## config.mk

```make
export PLATFORM = sky130hd
export DESIGN_NAME = ft_bus_scheduler
export DESIGN_NICKNAME = d
export VERILOG_FILES = /design/src/rtl/ft_pkg.sv /design/src/rtl/ft_bus_scheduler.sv
export SDC_FILE = /design/constraint.sdc
export NUM_CORES = 1
export LEC_CHECK = 0
export CAP_MARGIN = 15
export CORE_MARGIN = 2
export CORE_UTILIZATION = 55
export CTS_CLUSTER_SIZE = 10
export DETAILED_ROUTE_END_ITERATION = 8
export PLACE_DENSITY = 0.81
export SYNTH_ARGS = -nofsm -noshare
export SYNTH_HDL_FRONTEND = slang
export SYNTH_SLANG_ARGS = --single-unit
export TNS_END_PERCENT = 5
```

## constraint.sdc

```tcl
create_clock -name ft_clk -period 4.2 [get_ports ft_clk]
set_clock_uncertainty 0.1 [all_clocks]
set_input_delay 0.42 -clock ft_clk [delete_from_list [all_inputs] [get_ports ft_clk]]
set_output_delay 0.42 -clock ft_clk [all_outputs]
set_load 0.02 [all_outputs]
```

## src/rtl/ft_pkg.sv

```systemverilog
// Shared FT600/FT601 bus definitions: scheduler state encoding, FT bus widths
// and the levels used for the active-low FT control strobes.
package ft_pkg;

    typedef enum logic [1:0] {
        IDLE       = 2'd0,
        BUS_SWITCH = 2'd1,
        READ       = 2'd2,
        WRITE      = 2'd3
    } ft_sched_state_t;

    localparam int FT_DATA_W = 32;
    localparam int FT_BE_W   = 4;

    // FT strobes (ft_oe/ft_rd/ft_wr) are active-low
    localparam logic FT_ASSERT   = 1'b0;
    localparam logic FT_DEASSERT = 1'b1;

endpackage : ft_pkg

```

## src/rtl/ft_bus_scheduler.sv

```systemverilog
// Fair half-duplex scheduler for the FT600/FT601 synchronous FIFO bus.
// Arbitrates read vs write bursts, bounds each burst, inserts the read
// turnaround and produces the FT strobes plus the FIFO get/put strobes.
// Outputs are Mealy-decoded from the registered state and the live inputs.
module ft_bus_scheduler
    import ft_pkg::*;
#(
    parameter int RD_BURST_MAX = 256,
    parameter int WR_BURST_MAX = 256,
    parameter int TURNAROUND   = 1,
    parameter bit PRIORITY_TX  = 1'b0
) (
    input  logic ft_clk,
    input  logic rst,
    input  logic en,
    input  logic ft_rxf,
    input  logic ft_txe,
    input  logic tx_empty,
    input  logic rx_full,
    output logic ft_oe,
    output logic ft_rd,
    output logic ft_wr,
    output logic tx_get,
    output logic rx_put,
    output logic rd_active,
    output logic wr_active
);

    localparam int BURST_MAX = (RD_BURST_MAX > WR_BURST_MAX) ? RD_BURST_MAX : WR_BURST_MAX;
    localparam int CNT_W     = $clog2(BURST_MAX + 1);
    localparam int TURN_W    = $clog2(TURNAROUND + 1);

    localparam logic [CNT_W-1:0]  RD_LAST   = CNT_W'(RD_BURST_MAX - 1);
    localparam logic [CNT_W-1:0]  WR_LAST   = CNT_W'(WR_BURST_MAX - 1);
    localparam logic [TURN_W-1:0] TURN_LAST = TURN_W'(TURNAROUND - 1);

    ft_sched_state_t   state, state_n;
    logic [CNT_W-1:0]  burst_cnt, burst_cnt_n;
    logic [TURN_W-1:0] turn_cnt, turn_cnt_n;
    logic              prio, prio_n;   // 1 = TX wins when both sides are ready

    logic can_rd;
    logic can_wr;

    assign can_rd = en & ~ft_rxf & ~rx_full;
    assign can_wr = en & ~ft_txe & ~tx_empty;

    // State and counter registers; reset aborts any burst immediately
    always_ff @(posedge ft_clk or posedge rst) begin
        if (rst) begin
            state     <= IDLE;
            burst_cnt <= '0;
            turn_cnt  <= '0;
            prio      <= PRIORITY_TX;
        end else begin
            // NOTE: non-blocking assignments so every register samples the
            // pre-edge values computed by the combinational block.
            state     <= state_n;
            burst_cnt <= burst_cnt_n;
            turn_cnt  <= turn_cnt_n;
            prio      <= prio_n;
        end
    end

    // Next-state, counter/priority update and Mealy output decode
    always_comb begin
        // NOTE: every signal written here gets a default first, so no path
        // can leave one unassigned and infer a latch.
        state_n     = state;
        burst_cnt_n = burst_cnt;
        turn_cnt_n  = turn_cnt;
        prio_n      = prio;
        ft_oe       = FT_DEASSERT;
        ft_rd       = FT_DEASSERT;
        ft_wr       = FT_DEASSERT;
        tx_get      = 1'b0;
        rx_put      = 1'b0;
        rd_active   = 1'b0;
        wr_active   = 1'b0;

        unique case (state)
            IDLE: begin
                if (can_rd && (!can_wr || !prio)) begin
                    state_n     = BUS_SWITCH;
                    burst_cnt_n = '0;
                    turn_cnt_n  = '0;
                end else if (can_wr) begin
                    state_n     = WRITE;
                    burst_cnt_n = '0;
                    turn_cnt_n  = '0;
                end
            end

            BUS_SWITCH: begin
                // FPGA releases the bus; FTDI gets TURNAROUND cycles to drive it
                ft_oe     = FT_ASSERT;
                rd_active = 1'b1;
                if (turn_cnt == TURN_LAST) begin
                    state_n = READ;
                end else begin
                    turn_cnt_n = turn_cnt + 1'b1;
                end
            end

            READ: begin
                rd_active = 1'b1;
                ft_oe     = rx_full;
                ft_rd     = rx_full | ft_rxf;
                rx_put    = ~ft_rxf & ~rx_full;
                if (rx_put) begin
                    burst_cnt_n = burst_cnt + 1'b1;
                end
                // Burst limit wins: the last word is transferred, then TX gets a turn
                if (rx_put && burst_cnt == RD_LAST) begin
                    state_n = IDLE;
                    prio_n  = 1'b1;
                end else if (!can_rd) begin
                    state_n = IDLE;
                    prio_n  = PRIORITY_TX;
                end
            end

            WRITE: begin
                wr_active = 1'b1;
                ft_wr     = tx_empty;
                tx_get    = ~ft_txe & ~tx_empty;
                if (tx_get) begin
                    burst_cnt_n = burst_cnt + 1'b1;
                end
                if (tx_get && burst_cnt == WR_LAST) begin
                    state_n = IDLE;
                    prio_n  = 1'b0;
                end else if (!can_wr) begin
                    state_n = IDLE;
                    prio_n  = PRIORITY_TX;
                end
            end

            default: begin
                state_n = IDLE;
            end
        endcase
    end

endmodule : ft_bus_scheduler

```

==> results.cfg <==
[status]
status = completed

[layout]
n_antenna_cell = 0
stdcell_count = 128
area_growth_pct = 21.8
final_cell_mix = clkdlybuf4s50_1 (13), dfrtp_1 (12), o21ai_0 (11), nand2_1 (11), ha_1 (8)
drive_gt1_share_pct = 8.93
layout.nets = 128
final_common_cell = clkdlybuf4s50_1

[detailed_routing]
viasPerCell = 6.12
drc = 0
final_antenna_net_count = 0
dr.pass1.iters = 4
drt_iter0_drc = 16
wl_per_cell_um = 14.4
wirelength_um = 1840
routed-via-count = 783

[synthesis]
ys_seq_elements = 12
synth_edf_count = 0
synth_ff_type = dfrtp_1
synth_area_leaders = dfrtp_1 (35%), ha_1 (12%), o21ai_0 (6.4%)
syn_inst = 95
seq_area_frac_synth_pct = 35.1
synth_cell_types = 33
async_flop_share_pct = 100
syn_nets = 110
syn_area_um2 = 855
yosys.area.top_type = dfrtp_1
syn_avg_cell_area_um2 = 9.00
yosys_warnings = 0
synth_top_cell_area_share_pct = 35.1

[sta]
fmax_mhz = 363
post-route-min-period_ns = 2.75
drv_slew = 0
hold_viol_final = 0
rsz0062_at_grt = false
setup_tns_ns = 0
slew_headroom_pct = 68.6
setup_viol = 0
worst_pin_slew_ns = 0.470
fin_crit_sh_pct = 65.6

[clock_tree]
cts_root_buf = clkbuf_4
cts-hold-fix-buffers = 0
cts_tree = yes
clock_sinks = 12
h-tree-depth = 1
cts_made_buffers = 3
cts_buffer_depth = 2
cts.clk_slew.worst_paths_ns = 0.08
cts_setup_buffers = 0
cts_resized = 0
clk_latency_ns = 0.28

[power]
p_per_area_nw_per_um2 = 590
peakVddDrop_mv = 0.373
p_leak_nw = 0.448

[placement]
dpl.cell_count = 124
port_buffers = 13
hpwl_um = 1420
place_congestion = 0.818

[hold_path]
worstHoldPathType = in -> async

[setup_path]
timing.rr.end = state[1]
critPathCaptureType = primary output
r2r_slack_ns = 2.12
reg2reg_depth = 6
reg2reg_from = state[0]
arrival_ns = 2.23
worstSetupPathType = reg -> out
required_ns = 3.68
crit_path_max_fanout = 7
critPathLaunchType = flip-flop

[run]
maxCapViolCount = 0

[global_route]
grt_pass1_vias = 739
grt_pass1_wl_um = 3170
grt_max_degree = 13
antenna_found_initial = 0
grt_use_total_pct = 22.3
globalRouteOverflowTotal = 0

[floorplanning]
row_count = 14
die_h_um = 43.4
die_width_um = 43.4
fp.coreArea_um2 = 1490
dieArea_um2 = 1880
start_util_pct = 57.4
ios = 14
==> logic make-up (layout without fill, tap and decap cells) <==
logic type	Yosys count	count (layout)	share of synthesized area, %
DFF	12	12	35.1
muxes	2	2	2.64
adders and majority gates	8	8	11.7
and+or+nand+nor	36	36	22.8
AOI/OAI and AO/OA	30	30	24.6
buffers and inverters	7	24	3.08
==> Yosys cell counts, types with 2 or more instances <==
library cell / n
o21ai_0: 11
nand2_1: 11
o31ai_1: 5
nor3_1: 2
a21oi_2: 2
nand3_1: 3
ha_1: 8
mux2_1: 2
nor2_1: 6
dfrtp_1: 12
o21a_1: 2
nand2b_1: 4
inv_1: 7
==> final cells by class <==
class,count,area (µm²)
Multi-Input combinational cell,76,528
Fill cell,130,448
Sequential cell,12,300
Timing Repair Buffer,13,130
Clock buffer,4,36.3
Inverter,7,26.3
Tap cell,16,20.0
==> critical path: stages, from the launching register on <==
cell	delay [ns]
dfrtp_1	0.44
inv_1	0.13
ha_1	0.30
or3b_4	0.43
inv_1	0.07
clkdlybuf4s50_1	0.59
==> layer usage <==
layer | part of all wire, % | vias to the layer above | GRT usage, %
met5 | 0 | - | 0
met4 | 1.8 | 0 | 9.70
met3 | 4.3 | 5 | 4.17
met2 | 48 | 17 | 33.7
met1 | 46 | 371 | 31.5
li1 | - | 390 | -
==> stage by stage <==
step / worst slack, ns / total power, mW / utilization (%) / instance area (µm²) / hold slack (ns)
after CTS: 1.45 / 0.617 / 69.9 / 1040 / 0.368
after global routing: 1.32 / 0.665 / 69.9 / 1040 / 0.407
final: 1.45 / 0.614 / 69.9 / 1040 / 0.349
after global placement: 1.69 / 0.511 / 67.5 / 1000 / 0.359
after detailed placement: 1.66 / 0.520 / 67.5 / 1000 / 0.367
after floorplan: 2.28 / 0.409 / - / 855 / 0.185
==> sequential cells by signal, indices dropped and copies added (netlist names) <==
register	count
prio	1
state	2
burst_cnt	9
==> power by group <==
part           switching, mW  internal [mW]  total (mW)
combinational          0.208          0.156       0.364
clock                 0.0422         0.0528      0.0950
sequential            0.0204          0.135       0.155
total                  0.271          0.344       0.614
==> how the worst max path moves through the flow <==
stage / startpoint / to / slack, ns
floorplan: state[0] / state[0] / 2.28
global placement: rx_full / rx_put / 1.69
detailed placement: rx_full / rx_put / 1.66
CTS: state[0] / rx_put / 1.45
global route: state[0] / rx_put / 1.32
finish: state[0] / rx_put / 1.45
Power figures use the tool's default switching activity.
